==> src/rtl/patterns_pkg.sv <==
// ----------------------------------------------------------------------------
// patterns_pkg
// Shared types and widths for the Patterns datapath control blocks.
//   seq_state_e : frame sequencer state encoding (IDLE=0, ACTIVE=1,
//                 HBLANK=2, VBLANK=3)
//   LINE_W      : width of the line index
//   FRAME_W     : width of the completed-frame counter
//   TIMER_W     : width of the blanking interval timer
// ----------------------------------------------------------------------------
package patterns_pkg;

    localparam int LINE_W  = 12;
    localparam int FRAME_W = 8;
    localparam int TIMER_W = 12;

    typedef enum logic [1:0] {
        ST_IDLE   = 2'd0,
        ST_ACTIVE = 2'd1,
        ST_HBLANK = 2'd2,
        ST_VBLANK = 2'd3
    } seq_state_e;

    // Index of the final active line for a frame of the given height.
    function automatic logic [LINE_W-1:0] last_line_idx(input int lines);
        return LINE_W'(lines - 1);
    endfunction

endpackage

==> src/rtl/blank_timer.sv <==
// ----------------------------------------------------------------------------
// blank_timer
// Loadable down-counter timing the horizontal and vertical blanking intervals.
// Loading N makes done assert on the Nth cycle after the load edge, so a
// state that leaves on done lasts exactly N cycles.
//   clk   in   clock
//   rst_n in   asynchronous active-low reset
//   load  in   load value into the counter (has priority over counting)
//   value in   interval length in cycles, 1..4095
//   done  out  high during the final cycle of the interval
// ----------------------------------------------------------------------------
module blank_timer
    import patterns_pkg::*;
(
    input  logic               clk,
    input  logic               rst_n,
    input  logic               load,
    input  logic [TIMER_W-1:0] value,
    output logic               done
);

    logic [TIMER_W-1:0] count_q;
    logic [TIMER_W-1:0] count_d;

    always_comb begin
        count_d = count_q;
        if (load) begin
            count_d = value;
        end else if (count_q != '0) begin
            // Saturate at zero so the counter rests quietly between intervals.
            count_d = count_q - TIMER_W'(1);
        end
    end

    // NOTE: sequential state uses non-blocking assignments so every flop
    // samples the pre-edge values of the others, independent of block order.
    always_ff @(posedge clk or negedge rst_n) begin
        if (!rst_n) begin
            count_q <= '0;
        end else begin
            count_q <= count_d;
        end
    end

    assign done = (count_q == TIMER_W'(1));

endmodule

==> src/rtl/frame_sequencer.sv <==
// ----------------------------------------------------------------------------
// frame_sequencer
// Line/frame sequencer sitting after the pixel counter. Enables the counter
// for each active line, inserts horizontal blanking after every line and
// vertical blanking after the last line, and emits sync / frame strobes.
//   clk       in   clock
//   rst_n     in   asynchronous active-low reset
//   start     in   begin frame generation (honoured only in IDLE)
//   stop      in   halt at the next frame boundary
//   test      in   1 = TEST_LINES per frame, 0 = LINES_PER_FRAME
//   end_line  in   end-of-line from the pixel counter (used only in ACTIVE)
//   pix_enb   out  pixel counter enable, high in ACTIVE
//   hsync     out  high during HBLANK
//   vsync     out  high during VBLANK
//   end_frame out  one-cycle pulse in the first VBLANK cycle
//   line_cnt  out  active line index within the frame
//   frame_cnt out  completed-frame count, wraps
//   busy      out  high in every state except IDLE
// All outputs are registered.
// ----------------------------------------------------------------------------
module frame_sequencer
    import patterns_pkg::*;
#(
    parameter int LINES_PER_FRAME = 1024,
    parameter int TEST_LINES      = 4,
    parameter int HBLANK_CYC      = 16,
    parameter int VBLANK_CYC      = 64
) (
    input  logic               clk,
    input  logic               rst_n,
    input  logic               start,
    input  logic               stop,
    input  logic               test,
    input  logic               end_line,
    output logic               pix_enb,
    output logic               hsync,
    output logic               vsync,
    output logic               end_frame,
    output logic [LINE_W-1:0]  line_cnt,
    output logic [FRAME_W-1:0] frame_cnt,
    output logic               busy
);

    localparam logic [LINE_W-1:0]  LAST_NORMAL = last_line_idx(LINES_PER_FRAME);
    localparam logic [LINE_W-1:0]  LAST_TEST   = last_line_idx(TEST_LINES);
    localparam logic [TIMER_W-1:0] HBLANK_LEN  = TIMER_W'(HBLANK_CYC);
    localparam logic [TIMER_W-1:0] VBLANK_LEN  = TIMER_W'(VBLANK_CYC);

    seq_state_e         state_q, state_d;
    logic [LINE_W-1:0]  line_cnt_q, line_cnt_d;
    logic [FRAME_W-1:0] frame_cnt_q, frame_cnt_d;
    logic               test_q, test_d;
    logic               stop_pend_q, stop_pend_d;
    logic               pix_enb_q, pix_enb_d;
    logic               hsync_q, hsync_d;
    logic               vsync_q, vsync_d;
    logic               end_frame_q, end_frame_d;
    logic               busy_q, busy_d;

    logic               timer_load;
    logic [TIMER_W-1:0] timer_value;
    logic               timer_done;
    logic [LINE_W-1:0]  last_line;

    blank_timer u_blank_timer (
        .clk   (clk),
        .rst_n (rst_n),
        .load  (timer_load),
        .value (timer_value),
        .done  (timer_done)
    );

    // Frame height is fixed by the test_q snapshot taken at frame start.
    assign last_line = test_q ? LAST_TEST : LAST_NORMAL;

    always_comb begin
        // NOTE: every signal written here gets a default first, so no path
        // leaves one unassigned and no latch is inferred.
        state_d     = state_q;
        line_cnt_d  = line_cnt_q;
        frame_cnt_d = frame_cnt_q;
        test_d      = test_q;
        // A stop seen anywhere in a running frame is held until the boundary.
        stop_pend_d = stop_pend_q | (stop & (state_q != ST_IDLE));
        timer_load  = 1'b0;
        timer_value = '0;
        end_frame_d = 1'b0;

        unique case (state_q)
            ST_IDLE: begin
                if (start && !stop) begin
                    test_d     = test;
                    line_cnt_d = '0;
                    state_d    = ST_ACTIVE;
                end
            end
            ST_ACTIVE: begin
                if (end_line) begin
                    timer_load  = 1'b1;
                    timer_value = HBLANK_LEN;
                    state_d     = ST_HBLANK;
                end
            end
            ST_HBLANK: begin
                if (timer_done) begin
                    if (line_cnt_q == last_line) begin
                        timer_load  = 1'b1;
                        timer_value = VBLANK_LEN;
                        end_frame_d = 1'b1;
                        frame_cnt_d = frame_cnt_q + FRAME_W'(1);
                        state_d     = ST_VBLANK;
                    end else begin
                        line_cnt_d = line_cnt_q + LINE_W'(1);
                        state_d    = ST_ACTIVE;
                    end
                end
            end
            ST_VBLANK: begin
                if (timer_done) begin
                    if (stop_pend_d) begin
                        stop_pend_d = 1'b0;
                        state_d     = ST_IDLE;
                    end else begin
                        line_cnt_d = '0;
                        test_d     = test;
                        state_d    = ST_ACTIVE;
                    end
                end
            end
            default: state_d = ST_IDLE;
        endcase

        // Outputs are decoded from the next state and registered, so they
        // line up with the state register.
        pix_enb_d = (state_d == ST_ACTIVE);
        hsync_d   = (state_d == ST_HBLANK);
        vsync_d   = (state_d == ST_VBLANK);
        busy_d    = (state_d != ST_IDLE);
    end

    // NOTE: every flop, outputs included, is cleared by the asynchronous
    // reset, so a mid-frame reset leaves no strobe or count behind.
    always_ff @(posedge clk or negedge rst_n) begin
        if (!rst_n) begin
            state_q     <= ST_IDLE;
            line_cnt_q  <= '0;
            frame_cnt_q <= '0;
            test_q      <= 1'b0;
            stop_pend_q <= 1'b0;
            pix_enb_q   <= 1'b0;
            hsync_q     <= 1'b0;
            vsync_q     <= 1'b0;
            end_frame_q <= 1'b0;
            busy_q      <= 1'b0;
        end else begin
            state_q     <= state_d;
            line_cnt_q  <= line_cnt_d;
            frame_cnt_q <= frame_cnt_d;
            test_q      <= test_d;
            stop_pend_q <= stop_pend_d;
            pix_enb_q   <= pix_enb_d;
            hsync_q     <= hsync_d;
            vsync_q     <= vsync_d;
            end_frame_q <= end_frame_d;
            busy_q      <= busy_d;
        end
    end

    assign pix_enb   = pix_enb_q;
    assign hsync     = hsync_q;
    assign vsync     = vsync_q;
    assign end_frame = end_frame_q;
    assign line_cnt  = line_cnt_q;
    assign frame_cnt = frame_cnt_q;
    assign busy      = busy_q;

endmodule

==> config.mk <==
export PLATFORM = sky130hd
export DESIGN_NAME = frame_sequencer
export DESIGN_NICKNAME = d
export VERILOG_FILES = /design/src/rtl/patterns_pkg.sv /design/src/rtl/blank_timer.sv /design/src/rtl/frame_sequencer.sv
export SDC_FILE = /design/constraint.sdc
export NUM_CORES = 1
export LEC_CHECK = 0
export ABC_AREA = 1
export CAP_MARGIN = 5
export CORE_UTILIZATION = 35
export DETAILED_ROUTE_END_ITERATION = 6
export SETUP_SLACK_MARGIN = 0.4
export SYNTH_ARGS = -nofsm -noshare
export SYNTH_HDL_FRONTEND = slang
export SYNTH_SLANG_ARGS = --single-unit
==> constraint.sdc <==
create_clock -name clk -period 2.2 [get_ports clk]
set_input_delay 0.44 -clock clk [delete_from_list [all_inputs] [get_ports clk]]
set_output_delay 0.44 -clock clk [all_outputs]
set_load 0.005 [all_outputs]
==> out/results.ini <==
[synthesis]
yosys-top-cells-count = nand2_1 (87), nor2_1 (44), dfrtp_1 (41), inv_1 (40), xor2_1 (21)
synth.yosys.seq_area_share_pct = 40.6
synth.area.top_cells = dfrtp_1 (41%), nand2_1 (13%), xor2_1 (7.3%), nor2_1 (6.5%), inv_1 (5.9%)
syn_avg_cell_area_um2 = 7.58
synth_area_um2 = 2520
ys.flop_type = dfrtp_1
synth_edf_count = 0
synth_top_area_share_pct = 40.6
synth_cell_types = 33
yosysMostFrequentCell = nand2_1
async_reset_ff_share_pct = 100
yosys.area.top_type = dfrtp_1
synth-seq-cells = 41
syn-instance-count = 333
ys_warn_count = 0
syn-num-nets = 347

[floorplanning]
die_x_um = 86.9
num_rows = 30
ios = 31
core_area_um2 = 6870
initial_core_util_pct = 36.8
die_y_um = 86.9
die_area_um2 = 7560

[layout]
multi_input_area_um2 = 1400
seq_area_um2 = 1040
fillers = 673
final_nets = 396
final_cells = 479
area_growth_pct = 30.5
antenna_cells = 0
fin_util_pct = 48.0
post_route_cells_drive_above_1_share_pct = 19.1

[placed_design]
io_buffers = 30
gp_congestion = 0.866
hpwl_mm = 3.95
place_inst = 458

[worst_setup_path]
cp.required_ps = 1760
path_class = reg -> out
crit_fanout = 5
reg2reg_setup_slack_ps = 460
cp.arrival_ps = 1320
worstSetupEndpointType = output port
cp-start-kind = flop

[timing]
min_period_ps = 1760
rsz0062_at_grt = true
fin_crit_sh_pct = 80.2
worst_slew_pin_slew_ps = 494
slew_headroom_pct = 67.1
hold_violations = 0
setup_tns_ps = 0
drv_slew = 0
skew_ps = 9.56
clock.fmax_mhz = 567
setup_viol = 0

[clock_network]
cts_buffers = 5
clk_pin_slew_ps = 80
numClockSinks = 41
cts_tree = done
clock_insertion_delay_worst_skew_ps = 300
cts-root-buf = clkbuf_8
h-tree-depth = 2
cts_buffer_depth = 2

[detailed_routing]
wl_mm = 5.79
drc_errors = 0
firstDrtPassIters = 4
routed-via-count = 2219
ant_nets = 0
drt_first_iter_violations = 92
vias_per_cell = 4.63
wl_per_cell_um = 12.1

[hold_path]
hold_path.class = in -> async

[flow_run]
cap_viol_max_count = 0

[global_routing]
antenna_found_initial = 0
grt_overflow = 0
grt_pass1_vias = 2063
grt_max_degree = 23
grt_use_total_pct = 16.5
grt_pass1_wl_mm = 9.78

[pwr]
peakVddDrop_mv = 0.409
pwr_density_cell_nw_per_um2 = 1000
power_leakage_uw = 0.00150

[outcome]
run_status = finished clean

## path summary, 6_finish.rpt
check,from,to,cells past startpoint
worst max-delay path,line_cnt[0],line_cnt[0],2
worst min-delay path,rst_n,line_cnt[8],1
worst max register to register,state_q[1],line_cnt[3],9
worst min register to register,u_blank_timer.count_q[1],u_blank_timer.count_q[1],2
max in group asynchronous,rst_n,u_blank_timer.count_q[10],2
min in group clk,u_blank_timer.count_q[1],u_blank_timer.count_q[1],2
## layout make-up
cell class	count	area share (%)
multi-input cells	244	42.6
flip-flops and latches	41	31.5
repair buffers	47	13.7
inverters	43	5.05
well taps	96	3.64
clock buffers	7	2.62
clock inverters	1	0.911
## power breakdown
group	total (uW)	internal, uW	switching (uW)
combinational	1580	658	918
sequential	1090	921	172
clock	630	370	260
total	3300	1950	1350
## through the flow
stage	area, um2	setup slack, ps	hold slack, ps	total power, uW
2_1_floorplan	2520	437	144	2050
3_3_place_gp	2950	305	430	2380
3_5_place_dp	2950	267	436	2400
4_1_cts	3130	380	109	3090
5_1_grt	3300	358	126	3570
6_report	3300	435	93.2	3300
## what timing repair did
item                                    CTS  global route
endpoints found under the setup margin   22            44
pin swaps                                 3             5
hold endpoints to repair                  0             0
buffers inserted                          2             8
cloned                                    2             1
hold buffers                              0             0
gates resized for setup                   8            33
## flip-flops by register name, summed over array words and instances, names as in the netlist
signal,cells
frame_cnt,8
busy,1
end_frame,1
vsync,1
u_blank_timer.count_q,12
stop_pend_q,1
pix_enb,1
line_cnt,12
state_q,2
hsync,1
test_q,1
## critical path: stages, from the launching register on
cell and delay [ps]:
dfrtp_1 390, buf_6 140, clkdlybuf4s50_1 500
## routing by layer
layer | track usage (%) | wire (um)
met5 | 0 | 0
met4 | 4.55 | 54
met1 | 21.7 | 2670
met2 | 27.6 | 2830
met3 | 3.13 | 225
## cells in the final DEF, fill, tap and decap left out, drive strengths merged, types with 3 or more instances in the layout
| cell | netlist | layout |
|---|---|---|
| nor3 | 13 | 13 |
| buf | 5 | 18 |
| nor2 | 48 | 48 |
| xor2 | 21 | 21 |
| o21ai | 13 | 14 |
| nand2 | 91 | 91 |
| or2 | 3 | 3 |
| ha | 8 | 8 |
| clkbuf | 2 | 7 |
| dfrtp | 41 | 41 |
| nand3 | 18 | 18 |
| clkdlybuf4s50 | 0 | 29 |
| xnor2 | 8 | 8 |
| a21oi | 7 | 7 |
| inv | 43 | 42 |
| nand4 | 6 | 7 |
## logic make-up (layout without fill, tap and decap cells)
group,Yosys count,after routing,synth area share (%)
DFF,41,41,40.6
adders and majority gates,8,8,3.96
and+or+nand+nor,182,183,31.7
AOI/OAI and AO/OA,22,23,5.05
muxes,1,1,0.396
buffers and inverters,50,98,8.23
xor gates and xnor gates,29,29,10.1
(Power assumes the default switching activity.)
==> variant 1: new RTL, same settings <==
The parameter `VBLANK_CYC` goes from 64 to 48.
--- a/src/rtl/frame_sequencer.sv
+++ b/src/rtl/frame_sequencer.sv
@@ -24,7 +24,7 @@
     parameter int LINES_PER_FRAME = 1024,
     parameter int TEST_LINES      = 4,
     parameter int HBLANK_CYC      = 16,
-    parameter int VBLANK_CYC      = 64
+    parameter int VBLANK_CYC      = 48
 ) (
     input  logic               clk,
     input  logic               rst_n,
Behaviour: same outputs for any inputs over 10 cycles, from zero or initial values and one cycle with rst_n low; that may be too few to reach the edited logic, so the function may still have changed.
==> variant 1 against the unedited design <==
Sequential cell count did not move. Critical path depth grew 8. Worst hold slack gained 0.10 ns. Synthesized area is 3.3% higher. Register-to-register slack barely moved. Total power up 4.9%. Routed wire length is 3.9% higher. Worst setup slack better by 0.025 ns. Design area is 1.7% higher. Highest routed layer unchanged.
==> variant 1: results (changes against the unedited design) <==
[logic_synthesis]
synth.top_cells.by_area = dfrtp_1, nand2_1, nor2_1
yosys-top-cells-count = nand2_1, nor2_1, inv_1
ys_seq_area_share_pct = 39.3  ; -1.3 points

[setup_path]
crit_start = state_q[0]
crit_family = simple AND/OR/NAND/NOR gates
crit_arrival_ns = 1.94  ; +0.62 ns
slowest_stage = dfrtp_1
slowest_delay_ns = 0.39  ; -0.11 ns
endpoint = line_cnt[6]

[power]
comb_power_share_pct = 50.1  ; +2.3 points
clkPwrFrac_pct = 18.5  ; -0.6 points
ir_drop_v = 0.000407  ; -0.33%
p_leak_nw = 1.46  ; -2.7%
finalPower_mw = 3.46  ; +4.9%

[cells_and_area]
nFillCells = 713  ; +5.9%
fin_nets = 390  ; -1.5%
layout-drive-gt1-share_pct = 23.9  ; +4.8 points

[timing]
layout_setup_ws_ns = 0.460  ; +0.0250 ns

[global_route]
grt_pass1_wl_mm = 9.69  ; -0.99%
grt_use_total_pct = 16.3  ; -0.20 points
grt_pass1_vias = 2093  ; +1.5%
grt_max_degree = 42  ; +83%

[detailed_routing]
wl_per_cell_um = 12.6  ; +4.5%

[placed_design]
place.gp.congestion = 0.961  ; +11%

[status]
outcome = complete, no violations

variant 1: layout make-up:
class	instances	area, um^2	share of cell area, %
clock buffer	5	68.8	2.05
clock inverter	3	46.3	1.38
inverter	45	174	5.19
multi-input combinational	237	1460	43.4
sequential	41	1040	31.0
tap	99	124	3.70
timing repair buffer	45	438	13.1
timing repair inverter	1	5.00	0.149
variant 1: metal layers:
metal / part of all wire (%) / up-vias / GRT usage, %
li1: - / 1136 / -
met1: 47 / 1046 / 20.9
met2: 48 / 43 / 26.7
met3: 3.7 / 11 / 3.73
met4: 2.0 / 0 / 6.30
met5: 0 / - / 0
variant 1: per-stage QoR:
step	area [um^2]	std cells	utilization [%]
finish	3350	476	46.5
global route	3350	476	46.5
CTS	3160	468	43.8
detailed placement	3000	457	41.6
global placement	3000	457	41.6
floorplan	2610	330	-
variant 1: kinds of logic after synthesis:
family	after synthesis	share of synthesized area, %
simple gates	169	31.0
buf+inv	52	8.82
flops	41	39.3
compound gates	38	9.59
xor+xnor	22	7.39
fa+ha+maj	8	3.84
==> variant 2: new RTL, config.mk and constraints unchanged <==
Made on the original files. Register the inputs `start`, `stop`, `test` and `end_line` before use, cleared by the reset. The logic sees them one clock later.
--- a/src/rtl/frame_sequencer.sv
+++ b/src/rtl/frame_sequencer.sv
@@ -46,6 +46,25 @@
     localparam logic [TIMER_W-1:0] HBLANK_LEN  = TIMER_W'(HBLANK_CYC);
     localparam logic [TIMER_W-1:0] VBLANK_LEN  = TIMER_W'(VBLANK_CYC);
 
+    logic start_q;
+    logic stop_q;
+    logic test_r;
+    logic end_line_q;
+
+    always_ff @(posedge clk or negedge rst_n) begin
+        if (!rst_n) begin
+            start_q    <= '0;
+            stop_q     <= '0;
+            test_r     <= '0;
+            end_line_q <= '0;
+        end else begin
+            start_q    <= start;
+            stop_q     <= stop;
+            test_r     <= test;
+            end_line_q <= end_line;
+        end
+    end
+
     seq_state_e         state_q, state_d;
     logic [LINE_W-1:0]  line_cnt_q, line_cnt_d;
     logic [FRAME_W-1:0] frame_cnt_q, frame_cnt_d;
@@ -81,21 +100,21 @@
         frame_cnt_d = frame_cnt_q;
         test_d      = test_q;
         // A stop seen anywhere in a running frame is held until the boundary.
-        stop_pend_d = stop_pend_q | (stop & (state_q != ST_IDLE));
+        stop_pend_d = stop_pend_q | (stop_q & (state_q != ST_IDLE));
         timer_load  = 1'b0;
         timer_value = '0;
         end_frame_d = 1'b0;
 
         unique case (state_q)
             ST_IDLE: begin
-                if (start && !stop) begin
-                    test_d     = test;
+                if (start_q && !stop_q) begin
+                    test_d     = test_r;
                     line_cnt_d = '0;
                     state_d    = ST_ACTIVE;
                 end
             end
             ST_ACTIVE: begin
-                if (end_line) begin
+                if (end_line_q) begin
                     timer_load  = 1'b1;
                     timer_value = HBLANK_LEN;
                     state_d     = ST_HBLANK;
@@ -122,7 +141,7 @@
                         state_d     = ST_IDLE;
                     end else begin
                         line_cnt_d = '0;
-                        test_d     = test;
+                        test_d     = test_r;
                         state_d    = ST_ACTIVE;
                     end
                 end
Function: changed (Yosys sat finds a counterexample within 4 cycles, from zero or initial values and one cycle with rst_n low).
==> variant 2 against the unedited design <==
Largest power group unchanged. Design area rose by 5.1%. Sequential cell count up 4. Global-route usage shrank 1.3 points. Total power is 2.4% lower. Critical path depth down 1. Synthesized area grew 8.2%. Worst setup slack better by 0.011 ns. Routed wire length increased by 2.2%.
==> variant 2: results (changes against the unedited design) <==
[logic_synthesis]
synth_compound_area_share_pct = 5.04  ; -0.018 points
synthesis.nets = 357  ; +2.9%
synthArstFlopShare_pct = 100  ; unchanged
muxShareOfSynthArea_pct = 0  ; -0.40 points
synthAdderAreaFrac_pct = 3.66  ; -0.30 points
synth-main-ff-cell = dfrtp_1
synth_xor_area_share_pct = 7.37  ; -2.7 points
synth.avg_cell_area_um2 = 7.97  ; +5.1%
synth.top_cells.by_area = dfrtp_1, nand2_1, xor2_1
synth_cell_types = 31  ; -6.1%
ys_warn_count = 0  ; unchanged
yosys-top-cells-count = nand2_1, dfrtp_1, inv_1, nor2_1, nand3_1
ys_seq_area_share_pct = 41.2  ; +0.57 points

[global_route]
grt_use_total_pct = 15.2  ; -1.3 points
grt_pass1_wl_mm = 10.0  ; +2.7%
grt_pass1_vias = 2153  ; +4.4%
grt_antenna_before_repair = 0  ; unchanged
grt_max_degree = 25  ; +8.7%

[placed_design]
place.gp.congestion = 0.874  ; +0.89%
io_buffer_count = 30  ; unchanged
dp_cells = 467  ; +2.0%
dpl.hpwl_mm = 4.19  ; +6.2%
place_area_um2 = 3130  ; +5.9%
dp_slack_ns = 0.207  ; -0.0599 ns

[clocking]
clk_latency_ns = 0.30  ; about the same
clockBufferDepth = 2  ; unchanged

[setup_path]
crit_family = buffers and inverters
slowest_stage = clkdlybuf4s50_1
path_max_fanout = 7  ; +2
slowest_delay_ns = 0.55  ; +0.05 ns

[min_path]
worstHoldPathType = input pin to async pin

[detailed_routing]
vias_per_cell = 4.74  ; +2.3%
drt-initial-drc-count = 114  ; +24%
wl_per_cell_um = 11.9  ; -1.3%
wirelength_mm = 5.91  ; +2.2%
drt-pass1-iter-count = 4  ; unchanged

[power]
intPower_mw = 1.84  ; -5.4%
ir_drop_v = 0.000437  ; +6.8%
p_leak_nw = 1.58  ; +5.3%

[timing]
clock_skew_ns = 0.00521  ; -0.00435 ns
slew_headroom_pct = 65.2  ; -1.8 points

[cells_and_area]
fin_nets = 410  ; +3.5%
layout-drive-gt1-share_pct = 22.2  ; +3.1 points

[status]
outcome = complete, no violations

[variant 2: cell types whose count changed in the layout (fill, tap and decap cells not counted), sizes merged, moves of 3 or more]
cell,delta
xor2,-4
nand4,+6
dfrtp,+4
a21oi,+3
nand3,+8
nand2,+7
nor2,-6
buf,+4
[variant 2: timing repair]
item | 4_1_cts | 5_1_grt
resized for setup | 14 | 24
setup buffers | 3 | 16
cloned | 2 | 0
pin swaps | 3 | 11
setup endpoints to repair | 35 | 37
hold endpoints to repair | 0 | 0
[variant 2: power by group through the flow]
| stage | registers (mW) | logic (mW) | clock network (mW) |
|---|---|---|---|
| global route | 1.20 | 1.74 | 0.542 |
| global placement | 1.17 | 1.19 | 0 |
| detailed placement | 1.18 | 1.22 | 0 |
| floorplan | 1.13 | 1.04 | 0 |
| CTS | 1.16 | 1.37 | 0.513 |
| finish | 1.17 | 1.56 | 0.487 |
[variant 2: layout make-up]
class | instances | area, um^2
multi-input combinational | 249 | 1480
sequential | 45 | 1140
tap | 99 | 124
inverter | 43 | 176
timing repair inverter | 1 | 6.26
clock buffer | 8 | 80.1
timing repair buffer | 51 | 465
fill | 725 | 3940
[variant 2: layer usage]
layer	up-vias	global-route usage, %	part of all wire [%]
met5	-	0	0
met4	0	5.51	1.4
met3	7	3.11	3.3
met2	48	23.9	48
met1	1094	20.5	47
li1	1202	-	-
[variant 2: final timing paths]
path                       slack [ns]          from  cells past startpoint                  endpoint
min reg2reg                      0.53  frame_cnt[7]                      2              frame_cnt[7]
min in group clk                 0.53  frame_cnt[7]                      2              frame_cnt[7]
max in group asynchronous        1.59         rst_n                      2  u_blank_timer.count_q[7]
min                              0.11         rst_n                      1                    test_r
max                              0.45   line_cnt[8]                      1               line_cnt[8]
max reg2reg                      0.47    state_q[1]                     12               line_cnt[4]
